## src/rtl/pipe_stage_reg.sv

```systemverilog
// rtl/pipe_stage_reg.sv - pipeline stage register with stall, bubble and optional skid entry
module pipe_stage_reg #(
    parameter int               WIDTH     = 32,
    parameter logic [WIDTH-1:0] NOP_VALUE = {WIDTH{1'b0}},
    parameter bit               SKID      = 1'b1
) (
    input  logic             clk_i,
    input  logic             rst,
    input  logic             flush_i,
    input  logic             stall_i,
    input  logic             in_valid_i,
    output logic             in_ready_o,
    input  logic [WIDTH-1:0] in_data_i,
    output logic             out_valid_o,
    input  logic             out_ready_i,
    output logic [WIDTH-1:0] out_data_o,
    output logic [1:0]       occupancy_o
);

    typedef enum logic [1:0] {
        ST_EMPTY = 2'd0,
        ST_FULL  = 2'd1,
        ST_TWO   = 2'd2
    } state_e;

    state_e           state_q, state_d;
    logic [WIDTH-1:0] main_data_q, main_data_d;
    logic [WIDTH-1:0] skid_data_q, skid_data_d;
    logic             main_valid;
    logic             skid_valid;
    logic             accept;
    logic             drain;

    assign main_valid  = (state_q != ST_EMPTY);
    assign skid_valid  = (state_q == ST_TWO);
    assign out_valid_o = main_valid & ~stall_i;
    assign out_data_o  = main_data_q;
    assign occupancy_o = state_q;

    // With the skid entry, ready is cut off from out_ready_i so it never chains upstream.
    if (SKID) begin : g_skid_ready
        assign in_ready_o = ~skid_valid & ~stall_i & ~flush_i;
    end else begin : g_plain_ready
        assign in_ready_o = ~stall_i & ~flush_i & (~main_valid | out_ready_i);
    end

    assign accept = in_valid_i & in_ready_o;
    assign drain  = out_valid_o & out_ready_i;

    always_comb begin
        state_d     = state_q;
        main_data_d = main_data_q;
        skid_data_d = skid_data_q;
        if (flush_i) begin
            state_d     = ST_EMPTY;
            main_data_d = NOP_VALUE;
            skid_data_d = NOP_VALUE;
        end else if (!stall_i) begin
            case (state_q)
                ST_EMPTY: begin
                    if (accept) begin
                        state_d     = ST_FULL;
                        main_data_d = in_data_i;
                    end
                end
                ST_FULL: begin
                    if (accept && drain) begin
                        main_data_d = in_data_i;
                    end else if (accept) begin
                        // Only reachable with SKID: the plain register needs a drain to accept when full.
                        state_d     = ST_TWO;
                        skid_data_d = in_data_i;
                    end else if (drain) begin
                        state_d     = ST_EMPTY;
                        main_data_d = NOP_VALUE;
                    end
                end
                ST_TWO: begin
                    if (drain) begin
                        state_d     = ST_FULL;
                        main_data_d = skid_data_q;
                        skid_data_d = NOP_VALUE;
                    end
                end
                default: begin
                    state_d     = ST_EMPTY;
                    main_data_d = NOP_VALUE;
                    skid_data_d = NOP_VALUE;
                end
            endcase
        end
    end

    always_ff @(posedge clk_i or posedge rst) begin
        if (rst) begin
            state_q     <= ST_EMPTY;
            main_data_q <= NOP_VALUE;
            skid_data_q <= NOP_VALUE;
        end else begin
            state_q     <= state_d;
            main_data_q <= main_data_d;
            skid_data_q <= skid_data_d;
        end
    end

endmodule

```

## config.mk

```make
export PLATFORM = sky130hd
export DESIGN_NAME = pipe_stage_reg
export DESIGN_NICKNAME = d
export VERILOG_FILES = /design/src/rtl/pipe_stage_reg.sv
export SDC_FILE = /design/constraint.sdc
export NUM_CORES = 1
export LEC_CHECK = 0
export ABC_AREA = 0
export BUFFER_PORTS_ARGS = -buffer_cell sky130_fd_sc_hd__clkbuf_2
export CAP_MARGIN = 40
export CORE_ASPECT_RATIO = 1.25
export CORE_MARGIN = 2
export CORE_UTILIZATION = 55
export CTS_CLUSTER_SIZE = 40
export DETAILED_ROUTE_END_ITERATION = 12
export PLACE_DENSITY_LB_ADDON = 0.12
export SLEW_MARGIN = 20
export SYNTH_ARGS = -nofsm -noshare
export SYNTH_HDL_FRONTEND = slang
export SYNTH_SLANG_ARGS = --single-unit
```

## constraint.sdc

```tcl
create_clock -name clk_i -period 2.9 [get_ports clk_i]
set_input_delay 0.29 -clock clk_i [delete_from_list [all_inputs] [get_ports clk_i]]
set_output_delay 0.29 -clock clk_i [all_outputs]
set_load 0.005 [all_outputs]
```

Yosys cells after proc, flatten, opt, wreduce, memory -nomap -nowiden
Index checks and enable logic that the tools add are counted.
{"block": "word_totals", "ff_bits": 66, "inputBits": 38, "out_inout_bits": 36}
{"block": "op_classes", "eq_ne": 11, "n_mux": 20, "bitwise": 8, "n_reduce_logical": 6}
{"op": "32-bit two-way mux", "count": 10}
{"op": "32-bit one-hot mux with 3 select lines", "count": 2}
{"op": "5-bit AND reduction", "count": 3}
{"op": "2-bit two-way mux", "count": 7}
{"op": "4-bit inequality test (second input constant)", "count": 3}
{"op": "3-bit inequality test (second input constant)", "count": 3}
{"op": "2-bit one-hot mux with 3 select lines", "count": 1}
{"op": "1-bit bitwise AND", "count": 5}
{"op": "2-bit inequality test (second input constant)", "count": 2}
{"op": "3-bit by 2-bit inequality test with 1-bit output (second input constant)", "count": 1}
{"op": "1-bit NOT", "count": 3}
{"op": "2-bit by 1-bit == test with 1-bit output (second input constant)", "count": 1}
{"op": "2-bit == test (second input constant)", "count": 1}
{"op": "2-bit logical NOT", "count": 1}
{"op": "2-bit nonzero test", "count": 1}
{"op": "1-bit logical AND", "count": 1}

Logic depth before layout (Yosys ltp)
Gate-level depths: netlist (run 1).
{"block": "depth", "depth_word": 10, "depth_mapped": 7, "mapped_depth_nobuf": 4}

Least setup slack after synthesis (run 1)
No wires, ideal clock.
{"block": "synth_path", "path_kind": "register to register", "start": "register state_q[1], in the netlist occupancy_o[1]", "end": "register main_data_q[0], in the netlist out_data_o[0]", "setup_ps": 121, "arrival_time_ps": 1500, "slack_ps": 1279, "path_stages_with_launch": 7, "n_path_buf": 2, "synth_period_minus_slack_ps": 1621, "path_cell_list": "dfrtp_1 buf_2 mux2i_1 or3_1 o311a_2 buf_6 a22o_1"}
{"block": "synth_via", "elab_chain_len": 10}
{"element": "from (decl)", "line": "26", "source": "state_e state_q, state_d;"}
{"element": "from (signal assigned)", "line": "100", "source": "state_q <= state_d;"}
{"element": "2-bit == test", "line": "35, 59"}
{"element": "1-bit NOT", "line": "42", "source": "assign in_ready_o = ~skid_valid & ~stall_i & ~flush_i;"}
{"element": "1-bit bitwise AND (2 in a row)", "line": "42"}
{"element": "1-bit bitwise AND", "line": "47", "source": "assign accept = in_valid_i & in_ready_o;"}
{"element": "1-bit logical AND", "line": "67", "source": "if (accept && drain) begin"}
{"element": "32-bit two-way mux", "line": "67"}
{"element": "32-bit one-hot mux with 3 select lines", "line": "59", "source": "case (state_q)"}
{"element": "32-bit two-way mux", "line": "58", "source": "end else if (!stall_i) begin"}
{"element": "32-bit two-way mux", "line": "54", "source": "if (flush_i) begin"}
{"element": "to (signal assigned)", "line": "101", "source": "main_data_q <= main_data_d;"}
{"element": "to (decl)", "line": "27", "source": "logic [WIDTH-1:0] main_data_q, main_data_d;"}
Parallel ways exist; a longest one is shown, timed or not. The select of a mux whose other input is x is not followed.
A chain may end at the register's enable or synchronous reset.

Worst setup path after layout (run 1)
{"block": "layout_path", "start": "register state_q[1], in the netlist occupancy_o[1]", "end": "register main_data_q[30], in the netlist out_data_o[30]"}
Same word-level chain as after synthesis.

==> reports/qor.txt, run 1 <==
======================================================================================
Share of the synthesized area in the top cell type ......................        0.497
Number of DRC violations after detailed-routing iteration 0 .............          153
Clock tree from TritonCTS ...............................................        built
Hold Worst Slack ........................................................      29.0 ps
Number of antenna-violating nets in the routed design ...................            0
Tightest Pin Transition .................................................       692 ps
Number of antenna violations at the first check in global routing .......            0
Startpoint class of the critical path ...................................     register
# port buffers ..........................................................           73
Launch instance of the worst register-to-register path .................. occupancy_o[1]$_DFFE_PP0P_
Setup crit end kind .....................................................     register
CTS sink cnt ............................................................           66
Most frequent cells after synthesis ..................................... dfrtp_1 (66), nand2_1 (34), mux2i_1 (33), nand3_1 (33)
Combinational share of power ............................................        0.131
Post-synthesis sequential area ratio ....................................        0.497
Total Negative Setup Slacks .............................................         0 ps
Antenna diodes ..........................................................            0
Cell count after synthesis ..............................................          320
First-pass GRT wire length .............................................. 13000 microns
GR Overflow Total .......................................................            0
Number of filler cells placed in the layout .............................          482
Final count of hold timing violations ...................................            0
DRC violations left .....................................................            0
Layout area overhead ....................................................        18.8%
Worst reg2reg endpoint .................................................. out_data_o[30]$_DFFE_PP0P_
Final WL ................................................................ 7950 microns
Number of cell instances on the worst register-to-register path .........            5
# hold bufs at CTS ......................................................            0
Most area-hungry cell type in the Yosys netlist .........................      dfrtp_1
Final nets ..............................................................          419
Highest clock frequency the design can meet .............................    0.444 GHz
Design Power ............................................................      2090 uW
Overall via count from detail_route .....................................         2734
Synthesized net count ...................................................          358
Fraction of power consumed by the clock network .........................        0.398
P_int ...................................................................      1550 uW
Total of warnings raised by yosys .......................................            0
Outcome .................................................................    completed
Largest vdd supply drop .................................................       282 uV
Final max-slew violation count ..........................................            0
Leakage power of the design .............................................   0.00178 uW
Ys flop type ............................................................      dfrtp_1
Area taken by multi-input logic gates ...................................   1520 sq um
Cell-by-cell trace of the critical path ................................. buf_4, mux2i_1, or3_1, o311a_2, a22o_1
Layout cell share with drive strength beyond 1 ..........................        0.272
Global-route total usage across every layer .............................        0.251
Worst Skew ..............................................................      7.89 ps
Mean Syn Cell Area ......................................................   10.4 sq um
Most used routing layer in global routing ...............................         met2
Critical path buffers and inverters .....................................            1
Die height .............................................................. 90.9 microns
MaxCap Viol Count .......................................................            0
Data arrival time of the worst path .....................................      2530 ps
Number of buffers inserted during clock tree synthesis ..................            9
Type of the most critical hold path .....................................  in -> async
FF-to-FF setup slack ....................................................       650 ps
Number of flops mapped to enable cells by yosys .........................            0
FFs w/ async S/R, synth .................................................         1.00
Horiz. Die Dim .......................................................... 73.6 microns
Iteration count of the initial detailed-routing pass ....................            4
Power dissipated by switching net loads .................................       538 uW
Std-Cell Rows ...........................................................           31
Met2 routing resource usage after global routing ........................        0.384
Max stage delay on crit path ............................................       620 ps
Count of state elements after synthesis .................................           66
Final count of negative-setup-slack endpoints ...........................            0
Global-route track usage on met1 ........................................        0.344
Switching share of power ................................................        0.257
WL per Instance ......................................................... 17.6 microns
Post-CTS setup buffer count .............................................            0
Family with the most delay on the worst path ............................ compound AO/OA/AOI/OAI gates
Starting Density ........................................................        0.572
Timing startpoint of the critical path .................................. occupancy_o[1]$_DFFE_PP0P_
Relative slew slack .....................................................        0.537
Pin count of the biggest net entering global routing ....................           37
Detailed-placement wirelength estimate .................................. 4970 microns
Tcrit/Tclk final ........................................................        0.777
Total area of sequential cells ..........................................   1650 sq um
Deepest clock path buffer count .........................................            2
Clock tree root buffer cell .............................................     clkbuf_8
Clk slew on worst S/H paths .............................................        70 ps
Maximum fanout along the worst path .....................................           32
Portion of total power attributed to sequential cells ...................        0.471
Endpoint required time on the critical path .............................      3170 ps
CTS H-tree lvls .........................................................            3
Number of library cell types mapped by synthesis ........................           29
Count of cells resized by post-cts repair ...............................            0
Total die area ..........................................................   6690 sq um
Unrepaired setup endpoints after global routing .........................           no
Library cell contributing the largest single delay on the critical path .      o311a_2
Cell types occupying the most area after synthesis ...................... dfrtp_1 (50%), mux2i_1 (9.9%), a22o_1 (8.4%)
Min Clock Period, post-route ............................................      2250 ps
Met3 Resource Use GR ....................................................       0.0388
Clock insertion delay at the later pin of the skew report ...............       340 ps
PwrDens .................................................................  530 nW/um^2
Number of global-route vias before repair ...............................         2679
Boundary pin count ......................................................           74
Worst setup path category ...............................................   reg -> reg
Synthesized area ........................................................   3330 sq um
Most common cell in the netlist .........................................      dfrtp_1
Final weighted congestion in routability-driven placement ...............        0.754
Area of the core ........................................................   5820 sq um
Via/cell ratio ..........................................................         6.05
======================================================================================
==> power groups by stage <==
| stage | registers (uW) | clock network (uW) | logic (uW) |
|---|---|---|---|
| floorplan | 1000 | 0 | 162 |
| global placement | 1000 | 0 | 271 |
| detailed placement | 1000 | 0 | 276 |
| CTS | 986 | 847 | 277 |
| global route | 990 | 881 | 306 |
| finish | 986 | 832 | 275 |
==> worst max path at each step <==
stage / endpoint / slack [ps] / depth (start not counted)
after floorplan: occupancy_o[0]$_DFFE_PP0P_ / 960 / 1
after global placement: out_data_o[27]$_DFFE_PP0P_ / 740 / 5
after detailed placement: out_data_o[30]$_DFFE_PP0P_ / 650 / 5
after CTS: out_data_o[30]$_DFFE_PP0P_ / 650 / 5
after global routing: out_data_o[30]$_DFFE_PP0P_ / 510 / 5
final: out_data_o[30]$_DFFE_PP0P_ / 650 / 5
==> stage by stage <==
| stage | setup slack [ps] | instances | instance area (sq um) | utilization |
|---|---|---|---|---|
| 2_1_floorplan | 955 | 320 | 3330 | - |
| 5_1_grt | 512 | 452 | 3950 | 0.679 |
| 3_3_place_gp | 735 | 436 | 3740 | 0.643 |
| 3_5_place_dp | 652 | 436 | 3740 | 0.643 |
| 6_report | 646 | 452 | 3950 | 0.679 |
| 4_1_cts | 653 | 452 | 3950 | 0.679 |
==> routing by layer <==
metal	vias up	wire, microns
li1	1310	-
met1	1330	3580
met2	77	3830
met3	17	353
met4	0	191
met5	-	0
==> kinds of logic after synthesis <==
group,count (synthesis),share of synthesized area
buffers and inverters,37,0.0561
AO/OA/AOI/OAI,103,0.234
flip-flops,66,0.497
AND/OR/NAND/NOR,80,0.111
XOR/XNOR,1,0.00263
multiplexers,33,0.0993
==> registers in the layout, indices dropped and copies added, names as in the netlist <==
name	count
skid_data_q	32
out_data_o	32
occupancy_o	2
==> cell usage in the layout (no fill, tap or decap), drive strengths merged, types with 2 or more instances in the layout <==
| master | n |
|---|---|
| o21ai | 33 |
| nor2b | 3 |
| nand2 | 34 |
| nor2 | 4 |
| inv | 4 |
| o2bb2ai | 32 |
| clkbuf | 84 |
| bufinv | 2 |
| nand3 | 33 |
| buf | 10 |
| clkinv | 3 |
| a21oi | 2 |
| mux2i | 33 |
| a22o | 32 |
| nor3 | 2 |
| dfrtp | 66 |
==> layout make-up <==
cell class              instances  share of cell area
clock buffers                  11              0.0333
clock inverters                 5              0.0200
inverters                       4             0.00380
multi-input cells             217               0.386
flip-flops and latches         66               0.418
well taps                      66              0.0209
repair buffers                 83               0.118
Power figures use the tool's default switching activity.
==> inputs of run 2 (changes only) <==
CORE_UTILIZATION = 49   (was 55)
clock period = 1.85 ns   (was 2.9 ns; I/O delays follow)
==> reports/qor.txt, run 2 (synthesis gave the netlist of run 1 again) <==
======================================================================================
Post-CTS setup buffer count .............................................            0   unchanged
Tcrit/Tclk final ........................................................        0.947
CTS sink cnt ............................................................           66   unchanged
Layout area overhead ....................................................        21.9%
Area of the core ........................................................   6570 sq um   +13%
Final nets ..............................................................          428   +2.1%
CTS H-tree lvls .........................................................            3   unchanged
Final max-slew violation count ..........................................            0   unchanged
Number of antenna-violating nets in the routed design ...................            0   unchanged
Worst setup path category ...............................................   reg -> out
Final count of negative-setup-slack endpoints ...........................            0   unchanged
Global-route total usage across every layer .............................        0.240   -0.0115
Max stage delay on crit path ............................................       450 ps   -170 ps
Overall via count from detail_route .....................................         2794   +2.2%
Die height .............................................................. 96.1 microns   +5.7%
Unrepaired setup endpoints after global routing .........................           no
Most common cell after layout, fill and taps aside ......................     clkbuf_2
Relative slew slack .....................................................        0.651   +0.114
Cell-by-cell trace of the critical path ................................. buf_6, nor2b_1, nor3_1, clkbuf_2
Final weighted congestion in routability-driven placement ...............        0.818   +8.5%
# port buffers ..........................................................           73   unchanged
Timing startpoint of the critical path .................................. occupancy_o[1]$_DFFE_PP0P_
First-pass GRT wire length .............................................. 13800 microns   +5.7%
Total die area ..........................................................   7470 sq um   +12%
Number of global-route vias before repair ...............................         2705   +0.97%
Boundary pin count ......................................................           74   unchanged
Starting Density ........................................................        0.507   -0.0650
Type of the most critical hold path .....................................    in -> reg
PwrDens .................................................................  792 nW/um^2   +49%
FF-to-FF setup slack ....................................................       140 ps   -510 ps
Clock insertion delay at the later pin of the skew report ...............       350 ps   about the same
Detailed-placement wirelength estimate .................................. 5290 microns   +6.4%
Iteration count of the initial detailed-routing pass ....................            4   unchanged
Total Negative Setup Slacks .............................................         0 ps   unchanged
Tightest Pin Transition .................................................       524 ps   -168 ps
Pin count of the biggest net entering global routing ....................           67   +81%
Setup crit end kind .....................................................   output pin
Final WL ................................................................ 8250 microns   +3.8%
Library cell contributing the largest single delay on the critical path .      dfrtp_2
Antenna diodes ..........................................................            0   unchanged
Min Clock Period, post-route ............................................      1750 ps
Final count of hold timing violations ...................................            0   unchanged
MaxCap Viol Count .......................................................            0   unchanged
Maximum fanout along the worst path .....................................           32   unchanged
Number of DRC violations after detailed-routing iteration 0 .............          195   +27%
Leading cell types in the layout, fill and taps excluded ................ clkbuf_2 (73), dfrtp_1 (64), nand2_1 (34), mux2i_1 (33), nand3_1 (33)
DRC violations left .....................................................            0   unchanged
Highest clock frequency the design can meet .............................    0.571 GHz
Worst setup path end ....................................................   in_ready_o
Outcome .................................................................    completed
Std-Cell Rows ...........................................................           33   +6.5%
Data arrival time of the worst path .....................................      1570 ps   -960 ps
Number of antenna violations at the first check in global routing .......            0   unchanged
Worst reg2reg endpoint .................................................. out_data_o[3]$_DFFE_PP0P_
Minimum setup slack in the final design .................................      98.0 ps   -548 ps
Number of cell instances on the worst register-to-register path .........            4   -1
Leakage power of the design .............................................   0.00182 uW   +2.2%
Clock tree from TritonCTS ...............................................        built
Hold Worst Slack ........................................................      64.2 ps   +35.2 ps
Layout cell share with drive strength beyond 1 ..........................        0.291   +0.0191
GR Overflow Total .......................................................            0   unchanged
Deepest clock path buffer count .........................................            2   unchanged
Via/cell ratio ..........................................................         5.80   -4.2%
Clock tree root buffer cell .............................................     clkbuf_8
Number of buffers inserted during clock tree synthesis ..................            9   unchanged
Largest vdd supply drop .................................................       411 uV   +46%
Clk slew on worst S/H paths .............................................        80 ps   about the same
Worst Skew ..............................................................      7.40 ps   -0.492 ps
Horiz. Die Dim .......................................................... 77.7 microns   +5.6%
Launch instance of the worst register-to-register path .................. occupancy_o[1]$_DFFE_PP0P_
WL per Instance ......................................................... 17.1 microns   -2.7%
Pre-CTS WS ..............................................................      29.6 ps   -622 ps
Startpoint class of the critical path ...................................     register
Utilization of the core after routing ...................................        0.618   -0.0612
Endpoint required time on the critical path .............................      1660 ps   -1510 ps
======================================================================================
## run 2: cell types whose count changed in the layout (fill, tap and decap cells not counted), sizes merged
cell,before,now
buf,10,18
bufinv,2,1
clkbuf,84,82
clkinvlp,0,2
dlygate4sd3,0,1
inv,4,5
## run 2: layout make-up
cell class	count	area (sq um)
clock buffers	9	124
clock inverters	7	68.8
fillers	566	2510
inverters	4	15.0
multi-input cells	217	1530
flip-flops and latches	66	1650
well taps	87	109
repair buffers	92	552
## run 2: worst max-delay path: cells and delay by family, from the launching register on
family	cells	cell delay, ps
buffers and inverters	2	490
DFF	1	450
and+or+nand+nor	2	280
## run 2: timing repair
item,4_1_cts,5_1_grt
gates resized for setup,1,1
endpoints found under the setup margin,1,32
hold buffers,1,0
hold endpoints to repair,66,0
## run 2: per-layer routing
metal  up-vias  part of all wire  track usage
met4         0             0.017       0.0938
met1      1378              0.47        0.330
met3        12             0.048       0.0478
met2        80              0.47        0.376
met5         -                 0            0
li1       1324                 -            -
## run 2: worst min path at each step
stage / startpoint / endpoint / slack, ps / cells after the start
floorplan: flush_i / occupancy_o[0]$_DFFE_PP0P_ / 250 / 1
CTS: in_data_i[0] / skid_data_q[0]$_DFFE_PP0P_ / 60 / 3
detailed placement: rst / out_data_o[26]$_DFFE_PP0P_ / 270 / 3
finish: in_data_i[0] / skid_data_q[0]$_DFFE_PP0P_ / 60 / 3
global placement: rst / out_data_o[25]$_DFFE_PP0P_ / 270 / 3
global route: in_data_i[5] / skid_data_q[5]$_DFFE_PP0P_ / 80 / 3
## run 2: metrics by stage
step / cells / area (sq um) / power [uW]
6_report: 482 / 4060 / 3210
5_1_grt: 482 / 4060 / 3360
4_1_cts: 482 / 4050 / 3240
3_5_place_dp: 465 / 3840 / 2030
3_3_place_gp: 465 / 3840 / 2020
2_1_floorplan: 320 / 3330 / 1820
## run 2: report_power, final
part | internal, uW | total [uW] | switching (uW)
Combinational | 189 | 451 | 262
Sequential | 1510 | 1550 | 40.7
Clock | 619 | 1210 | 592
